## src/rtl/pc_pkg.sv

```systemverilog
// Shared types for the PC generator: next-PC select encoding, FSM state
// encoding, and a word-alignment helper.
package pc_pkg;

    localparam int unsigned PCSRC_W = 2;

    typedef enum logic [PCSRC_W-1:0] {
        PCSRC_INC    = 2'b00,
        PCSRC_BRANCH = 2'b01,
        PCSRC_JALR   = 2'b10,
        PCSRC_TRAP   = 2'b11
    } pcsrc_t;

    typedef enum logic {
        ST_RUN   = 1'b0,
        ST_FAULT = 1'b1
    } pc_state_t;

    function automatic logic is_word_aligned(input logic [1:0] lsbs);
        return lsbs == 2'b00;
    endfunction

endpackage

```

## src/rtl/pc_gen_if.sv

```systemverilog
// Control/status bundle for pc_gen.
//   master: drives en, PCsrc, ImmOp, ALUResult, fault_ack; observes PC,
//           PCPlus4, misaligned, fault_pc.
//   slave : the PC generator itself.
interface pc_gen_if #(
    parameter int unsigned WIDTH = 32
) ();
    import pc_pkg::*;

    logic                 en;
    logic [PCSRC_W-1:0]   PCsrc;
    logic [WIDTH-1:0]     ImmOp;
    logic [WIDTH-1:0]     ALUResult;
    logic                 fault_ack;
    logic [WIDTH-1:0]     PC;
    logic [WIDTH-1:0]     PCPlus4;
    logic                 misaligned;
    logic [WIDTH-1:0]     fault_pc;

    modport master (
        output en, PCsrc, ImmOp, ALUResult, fault_ack,
        input  PC, PCPlus4, misaligned, fault_pc
    );

    modport slave (
        input  en, PCsrc, ImmOp, ALUResult, fault_ack,
        output PC, PCPlus4, misaligned, fault_pc
    );

endinterface

```

## src/rtl/pc_next_sel.sv

```systemverilog
// Combinational next-PC target selection.
//   pc            : current PC
//   pcsrc         : target select
//   imm           : branch offset (two's complement)
//   alu_result    : jalr target before LSB clearing
//   pc_plus_inc_c : pc + INC
//   target_c      : selected target (modulo 2^WIDTH)
//   misalign_c    : target not word-aligned (branch/jalr only)
module pc_next_sel
    import pc_pkg::*;
#(
    parameter int unsigned       WIDTH       = 32,
    parameter logic [WIDTH-1:0]  TRAP_VECTOR = WIDTH'(32'h0000_0100),
    parameter int unsigned       INC         = 4
) (
    input  logic [WIDTH-1:0] pc,
    input  pcsrc_t           pcsrc,
    input  logic [WIDTH-1:0] imm,
    input  logic [WIDTH-1:0] alu_result,
    output logic [WIDTH-1:0] pc_plus_inc_c,
    output logic [WIDTH-1:0] target_c,
    output logic             misalign_c
);

    // Sums are WIDTH wide so the carry out is dropped and the PC wraps.
    always_comb begin
        pc_plus_inc_c = pc + WIDTH'(INC);
        target_c      = pc_plus_inc_c;
        misalign_c    = 1'b0;
        case (pcsrc)
            PCSRC_INC: begin
                target_c = pc_plus_inc_c;
            end
            PCSRC_BRANCH: begin
                target_c   = pc + imm;
                misalign_c = !is_word_aligned(target_c[1:0]);
            end
            PCSRC_JALR: begin
                // jalr clears bit 0 only; bit 1 may still flag a fault.
                target_c   = alu_result & ~WIDTH'(1);
                misalign_c = !is_word_aligned(target_c[1:0]);
            end
            PCSRC_TRAP: begin
                target_c = TRAP_VECTOR;
            end
            default: begin
                target_c = pc_plus_inc_c;
            end
        endcase
    end

endmodule

```

## src/rtl/pc_gen.sv

```systemverilog
// Program counter generator with misaligned-target fault capture.
//   clk, rst_n : clock, asynchronous active-low reset
//   bus        : pc_gen_if slave (en, PCsrc, ImmOp, ALUResult, fault_ack in;
//                PC, PCPlus4, misaligned, fault_pc out)
module pc_gen
    import pc_pkg::*;
#(
    parameter int unsigned       WIDTH        = 32,
    parameter logic [WIDTH-1:0]  RESET_VECTOR = WIDTH'(32'h0),
    parameter logic [WIDTH-1:0]  TRAP_VECTOR  = WIDTH'(32'h0000_0100),
    parameter int unsigned       INC          = 4
) (
    input  logic       clk,
    input  logic       rst_n,
    pc_gen_if.slave    bus
);

    // Trap targets bypass the alignment check, so they must be aligned.
    if (TRAP_VECTOR[1:0] != 2'b00) begin : g_trap_align_chk
        $error("pc_gen: TRAP_VECTOR must be word-aligned");
    end

    pc_state_t        state_q, state_d;
    logic [WIDTH-1:0] pc_q, pc_d;
    logic [WIDTH-1:0] fault_pc_q, fault_pc_d;

    logic [WIDTH-1:0] pc_plus_inc_c;
    logic [WIDTH-1:0] target_c;
    logic             misalign_c;

    pc_next_sel #(
        .WIDTH       (WIDTH),
        .TRAP_VECTOR (TRAP_VECTOR),
        .INC         (INC)
    ) u_next_sel (
        .pc            (pc_q),
        .pcsrc         (pcsrc_t'(bus.PCsrc)),
        .imm           (bus.ImmOp),
        .alu_result    (bus.ALUResult),
        .pc_plus_inc_c (pc_plus_inc_c),
        .target_c      (target_c),
        .misalign_c    (misalign_c)
    );

    // State register.
    always_ff @(posedge clk or negedge rst_n) begin
        if (!rst_n) begin
            state_q    <= ST_RUN;
            pc_q       <= RESET_VECTOR;
            fault_pc_q <= '0;
        end else begin
            state_q    <= state_d;
            pc_q       <= pc_d;
            fault_pc_q <= fault_pc_d;
        end
    end

    // Next-state logic; en=0 leaves everything as is.
    always_comb begin
        state_d    = state_q;
        pc_d       = pc_q;
        fault_pc_d = fault_pc_q;
        case (state_q)
            ST_RUN: begin
                if (bus.en) begin
                    if (misalign_c) begin
                        fault_pc_d = target_c;
                        state_d    = ST_FAULT;
                    end else begin
                        pc_d = target_c;
                    end
                end
            end
            ST_FAULT: begin
                if (bus.en && bus.fault_ack) begin
                    pc_d    = TRAP_VECTOR;
                    state_d = ST_RUN;
                end
            end
            default: begin
                state_d = ST_RUN;
            end
        endcase
    end

    assign bus.PC         = pc_q;
    assign bus.PCPlus4    = pc_plus_inc_c;
    assign bus.misaligned = (state_q == ST_FAULT);
    assign bus.fault_pc   = fault_pc_q;

endmodule

```

## src/flat_wrapper.sv

```systemverilog
// flat-port wrapper written by rule: the top's interface ports become plain ports
module pc_gen_flat import pc_pkg::*;
#(
    parameter int unsigned       WIDTH        = 32,
    parameter logic [WIDTH-1:0]  RESET_VECTOR = WIDTH'(32'h0),
    parameter logic [WIDTH-1:0]  TRAP_VECTOR  = WIDTH'(32'h0000_0100),
    parameter int unsigned       INC          = 4
)
  (clk, rst_n, bus_en, bus_PCsrc, bus_ImmOp, bus_ALUResult, bus_fault_ack, bus_PC, bus_PCPlus4, bus_misaligned, bus_fault_pc);
  pc_gen_if #(.WIDTH(WIDTH)) bus_i ();
  input  logic clk;
  input  logic rst_n;
  input wire logic [$bits(bus_i.en)-1:0] bus_en;
  input wire logic [$bits(bus_i.PCsrc)-1:0] bus_PCsrc;
  input wire logic [$bits(bus_i.ImmOp)-1:0] bus_ImmOp;
  input wire logic [$bits(bus_i.ALUResult)-1:0] bus_ALUResult;
  input wire logic [$bits(bus_i.fault_ack)-1:0] bus_fault_ack;
  output wire logic [$bits(bus_i.PC)-1:0] bus_PC;
  output wire logic [$bits(bus_i.PCPlus4)-1:0] bus_PCPlus4;
  output wire logic [$bits(bus_i.misaligned)-1:0] bus_misaligned;
  output wire logic [$bits(bus_i.fault_pc)-1:0] bus_fault_pc;
  assign bus_i.en = bus_en;
  assign bus_i.PCsrc = bus_PCsrc;
  assign bus_i.ImmOp = bus_ImmOp;
  assign bus_i.ALUResult = bus_ALUResult;
  assign bus_i.fault_ack = bus_fault_ack;
  assign bus_PC = bus_i.PC;
  assign bus_PCPlus4 = bus_i.PCPlus4;
  assign bus_misaligned = bus_i.misaligned;
  assign bus_fault_pc = bus_i.fault_pc;
  pc_gen #(.WIDTH(WIDTH), .RESET_VECTOR(RESET_VECTOR), .TRAP_VECTOR(TRAP_VECTOR), .INC(INC)) u_core (.clk(clk), .rst_n(rst_n), .bus(bus_i));
endmodule
```

## config.mk

```make
export PLATFORM = sky130hd
export DESIGN_NAME = pc_gen_flat
export DESIGN_NICKNAME = d
export VERILOG_FILES = /design/src/rtl/pc_pkg.sv /design/src/rtl/pc_gen_if.sv /design/src/rtl/pc_next_sel.sv /design/src/rtl/pc_gen.sv /design/src/flat_wrapper.sv
export SDC_FILE = /design/constraint.sdc
export NUM_CORES = 1
export LEC_CHECK = 0
export CAP_MARGIN = 20
export CORE_MARGIN = 8
export CORE_UTILIZATION = 40
export DETAILED_ROUTE_END_ITERATION = 10
export PLACE_DENSITY = 0.7
export SLEW_MARGIN = 10
export SYNTH_ARGS = -nofsm -noshare
export SYNTH_HDL_FRONTEND = slang
export SYNTH_SLANG_ARGS = --single-unit
```

## constraint.sdc

```tcl
create_clock -name clk -period 3.75 [get_ports clk]
set_clock_uncertainty 0.05 [all_clocks]
set_input_delay 0.75 -clock clk [delete_from_list [all_inputs] [get_ports clk]]
set_output_delay 0.75 -clock clk [all_outputs]
set_load 0.02 [all_outputs]
```

======== Word level (Yosys, flattened, before mapping) ========
Cells that the tools add are included.
storage, ports and cells
  word-level logic and storage cells ...... 30
  flip-flop bits (word level) ............. 65
  input port bits ......................... 70
  output and inout port bits .............. 97
cells by class
  reduce and logical (&&, ||, !) cells .... 8
  bitwise gates (word level) .............. 1
  add/subtract/negate cells ............... 2
  equal/unequal tests ..................... 6
  multiplexer cells ....................... 10
operators by type and width
  kind                   count
  $pmux 32 s4            1
  $mux 32                3
  $pmux 32 s2            1
  $add 32x3->32 const B  1
  $add 32x32->32         1
  $logic_not 2->1        3
  $ne 2x2->1 const B     3
  $reduce_and 3->1       2
  $eq 2x2->1 const B     2
  $pmux 1 s2             2
  $mux 1                 3
  $eq 2x1->1 const B     1
  $logic_not 1->1        2
  $logic_and 1x1->1      1
  $not 1->1              1

======== Logic depth before layout (Yosys ltp) ========
  word-level depth ........................ 7
  mapped depth ............................ 11
  gate-level depth less buffers ........... 10

======== Cells and area by module ========
A second synthesis with hierarchy kept.
second synthesis, totals
  cell total of the unflattened synthesis .. 648
  area, all modules ....................... 5924.4 µm²
modules (own cells, without submodules)
  module       area each (µm²)  cells each  instances  seq. area each (µm²)
  pc_next_sel  2982.9           460         1          0.0
  pc_gen       2941.6           188         1          1626.6

======== Worst setup path before layout ========
No wires, ideal clock.
  path kind ............................... input to register
  start point ............................. in bus_ImmOp[0]
  end point ............................... reg u_core.pc_q[16], in the netlist u_core.bus.PC[16]
  arrival ................................. 2.946 ns
  buffers on the path ..................... 0
  stages on the path ...................... 10
  setup slack ............................. 0.659 ns
  library setup time ...................... 0.095 ns
  required time ........................... 3.605 ns
  cell sequence ........................... ha_1 -> fa_1 -> a21o_1 -> a221oi_1 -> o21a_2 -> o21ai_1 -> a311oi_1 -> xnor2_1 -> a22oi_1 -> o31ai_1
on the way
  longest elaborated chain between the ends .. 6
  elaborated cells between the ends (all ways) .. 10
  classes of those cells .................. add/sub (1); eq/ne (1); mux (5); reduce/logical (3)
ends and longest elaborated chain
  element                            RTL line            source
  start: declaration                 flat_wrapper.sv:15  input wire logic [$bits(bus_i.ImmOp)-1:0] bus_ImmOp;
  $add 32x32->32 (*)                 pc_next_sel.sv:35   target_c = pc + imm;
  $logic_not 2->1                    pc_pkg.sv:20        return lsbs == 2'b00;
  $logic_not 1->1                    pc_next_sel.sv:36   misalign_c = !is_word_aligned(target_c[1:0]);
  $pmux 1 s2                         pc_next_sel.sv:30   case (pcsrc)
  $ne 2x2->1 (no source line)        --
  $reduce_and 3->1 (no source line)  --
  end signal: assignment             pc_gen.sv:53        pc_q <= pc_d;
  end: declaration                   pc_gen.sv:24        logic [WIDTH-1:0] pc_q, pc_d;
Every way passes the cells marked *; elsewhere a longest branch is shown, timed or not. The select of a mux whose other input is x is not followed.
A chain may end at the register's enable or synchronous reset.

======== Final worst setup path ========
  start point ............................. reg u_core.pc_q[8], in the netlist u_core.bus.PC[8]
  end point ............................... out bus_PCPlus4[29]
on the way
  longest elaborated chain between the ends .. 1
ends and longest elaborated chain
  element           RTL line            source
  $add 32x3->32     pc_next_sel.sv:27   pc_plus_inc_c = pc + WIDTH'(INC);
  end: declaration  flat_wrapper.sv:19  output wire logic [$bits(bus_i.PCPlus4)-1:0] bus_PCPlus4;
No other way between the ends.

==> impl_results.md <==
* Synth Area in Compound Gates at 0.290
* Syn_nets at about 760
* Mux contribution to synthesized area at 0.0220
* Clk sink count at 65
* Via count at between 5000 and 6000
* Pleak at around 3.4 nW
* Clk root buf: clkbuf_16
* Global-route wire length before repair at 31900 um
* Slew Limit Fails at 0
* Area Growth Syn to Fin at 43.7%
* RSZ-0062 raised after global routing: no
* Core Area at about 13000 um2
* Largest cells by area after synthesis: dfrtp_1 (30%), ha_1 (8.3%), nand2_1 (6.7%), a21oi_1 (5.9%), xnor2_1 (5.4%)
* Port bufs at 165
* Fmax achieved at 278 MHz
* Setup violators final at 0
* Clock transition at the registers of the reported paths at about 0.060 ns
* Status: finished clean
* Final Cycle Share at 0.960
* Reg-to-reg slack, setup at 0.64 ns
* DRC viols at 0
* Vias in the first global route at between 5000 and 6000
* ANT cells at 0
* Die Height at 132 um
* Post-CTS Setup Bufs at 0
* I/O pin count at between 150 and 200
* Worst Path Required at just under 3 ns
* Max_slew headroom at 0.566
* CTS Buf Count at 9
* Final hold violations at 0
* Worst Reg-to-Reg Cells at 10
* Peak supply drop at ~0.37 mV
* Clk_lat worst skew at between 0.3 and 0.4 ns
* RR Startpoint: u_core.bus.PC[9]
* Synth Register Bits at between 60 and 70
* Die width at 132 um
* Critical Path End Type: output port
* Hold buffers post-CTS at 0
* Grt ovf at 0
* Final nets at roughly 950
* Final HPWL DP at around 16000 um
* Tot Pwr at between 5 and 6 mW
* Post-synth EDFFs at 0
* Layout cell share with drive strength beyond 1 at 0.105
* Worst-margin pin slew at between 0.6 and 0.7 ns
* Worst path cell trace: nand3_1, nor3_4, and3_1, buf_4, nand4_1, xor2_2, inv_1, clkdlybuf4s50_1
* Worst R2R End: u_core.bus.fault_pc[31]
* Top cells by count, synth: nand2_1 (96), dfrtp_1 (65), a21oi_1 (64)
* Total Wirelength at roughly 20000 um
* Row Count at 42
* Main synth FF type: dfrtp_1
* Final ANT Viol Nets at 0
* Post-synth ARST share at 1.00
* DR vias/cell at about 5.7
* Crit path DAT at 2.80 ns
* H-tree depth at 3
* Xor and xnor area share after synthesis at 0.0843
* Initial DRT Pass Iterations at 5
* Post-synth cell types at 68
* Synth Instances at about 660
* GRT Util Overall at 0.226
* Critical Path Start Type: register
* Placer Congestion at slightly above 0.9
* Post-Synth Simple-Gate Area at 0.173
* PD cells at ~700 nW/um2
* Largest family of logic cells by synthesized area: compound AO/OA/AOI/OAI gates
* Synth Area in Adders at 0.0871
* Die area at 17500 um2
* Largest net degree at the start of global routing at between 40 and 50
* Starting Density at 0.409
* Yosys warning total at 0
* Worst-case clock buffer depth at 2
* 1st-iter DRT viols at 379
* Most frequent cell after synthesis: nand2_1
* Worst-path fanout max at 6
* Synth Cell Area at roughly 5400 um2
* Crit Path Class: reg -> out
* Syn Area/Cell at roughly 8.2 um2
* Fin area at 7760 um2
* Initial antenna violation count at 0
* Worst Hold Class: in -> async
* Post-synth top area share at 0.301
* Synth area leader: dfrtp_1
* Max Cap Viol at 0
* Placed Area at roughly 7400 um2
* CP peak stage delay at roughly 0.6 ns
* CTS tree: built
* Avg WL per Cell at 19.8 um
* Tmin final at ~3.6 ns
* Crit-path slowest cell: clkdlybuf4s50_1
* Post-synthesis sequential area ratio at 0.301
-- per-stage QoR --
step	cells	util	TNS, ns	setup slack, ns	hold WS (ns)
4_1_cts	1017	0.585	0	0.0366	0.433
3_3_place_gp	1002	0.563	-0.00812	-0.00812	0.413
3_5_place_dp	1002	0.563	0	0.0206	0.421
2_1_floorplan	656	-	0	0.659	0.404
5_1_grt	1018	0.588	0	0.0483	0.343
6_report	1018	0.588	0	0.150	0.313
-- flip-flops by register name, indices dropped and copies added (netlist names) --
| signal | flops |
|---|---|
| u_core.bus.fault_pc | 32 |
| u_core.bus.PC | 32 |
| u_core.bus.misaligned | 1 |
-- critical path: cells and delay by family (launching register included) --
| family | cells | cell delay (ns) |
|---|---|---|
| xor+xnor | 1 | 0.21 |
| buf+inv | 3 | 0.87 |
| flops | 1 | 0.46 |
| simple gates | 4 | 0.91 |
-- metal layers --
metal | global-route usage | share of wire | vias up
met5 | 0 | 0 | -
met4 | 0.0972 | 0.028 | 0
met3 | 0.0568 | 0.066 | 40
met2 | 0.368 | 0.47 | 250
met1 | 0.277 | 0.44 | 2786
li1 | - | - | 2777
-- worst max path at each step --
stage	start	endpoint	slack, ns
2_1_floorplan	bus_ImmOp[0]	u_core.bus.PC[16]	0.66
3_3_place_gp	bus_ImmOp[0]	u_core.bus.fault_pc[28]	-0.008
3_5_place_dp	bus_ImmOp[10]	u_core.bus.PC[31]	0.02
4_1_cts	u_core.bus.PC[7]	bus_PCPlus4[29]	0.04
5_1_grt	u_core.bus.PC[8]	bus_PCPlus4[29]	0.05
6_report	u_core.bus.PC[8]	bus_PCPlus4[29]	0.15
-- power by group --
part	switching, mW	total (mW)	internal (mW)	leakage (nW)
logic	1.82	3.37	1.55	2.49
clock network	0.323	0.781	0.458	0.126
registers	0.283	1.25	0.972	0.831
-- placed cells by master, fill, tap and decap left out, types with 6 or more instances in the layout --
| cell type | instances |
|---|---|
| clkbuf_16 | 9 |
| xnor2_1 | 33 |
| nor2_1 | 23 |
| a22o_1 | 11 |
| mux2_2 | 7 |
| inv_1 | 21 |
| xor2_1 | 18 |
| nand4_1 | 9 |
| dfrtp_1 | 62 |
| nor3_1 | 8 |
| ha_1 | 35 |
| o21ai_0 | 57 |
| a22oi_1 | 6 |
| buf_4 | 41 |
| nand2_1 | 96 |
| clkdlybuf4s50_1 | 159 |
| a21oi_1 | 64 |
| o21ai_1 | 12 |
| a21o_1 | 16 |
| a31oi_1 | 9 |
| nand2b_1 | 7 |
| and3_1 | 15 |
| nand3_1 | 16 |
| o31ai_1 | 13 |
| a221oi_1 | 8 |
-- final cells by class --
| class | count | area (um2) |
|---|---|---|
| Sequential cell | 65 | 1630 |
| Timing Repair Buffer | 207 | 1990 |
| Fill cell | 1183 | 5430 |
| Inverter | 21 | 78.8 |
| Clock inverter | 5 | 32.5 |
| Tap cell | 176 | 220 |
| Clock buffer | 10 | 239 |
| Multi-Input combinational cell | 534 | 3570 |
-- cells by family (layout without fill, tap and decap cells) --
| group | count (synthesis) | after routing |
|---|---|---|
| XOR/XNOR | 52 | 52 |
| adder cells (fa/ha/maj) | 37 | 37 |
| AO/OA/AOI/OAI | 236 | 236 |
| flip-flops | 65 | 65 |
| AND/OR/NAND/NOR | 198 | 198 |
| multiplexers | 11 | 11 |
| buffers and inverters | 57 | 243 |
-- timing repair --
action | in CTS | in global routing
setup endpoints to repair | 6 | 6
pin swaps | 0 | 2
gates resized for setup | 2 | 10
Note: power is estimated with default switching activity, not from simulation.
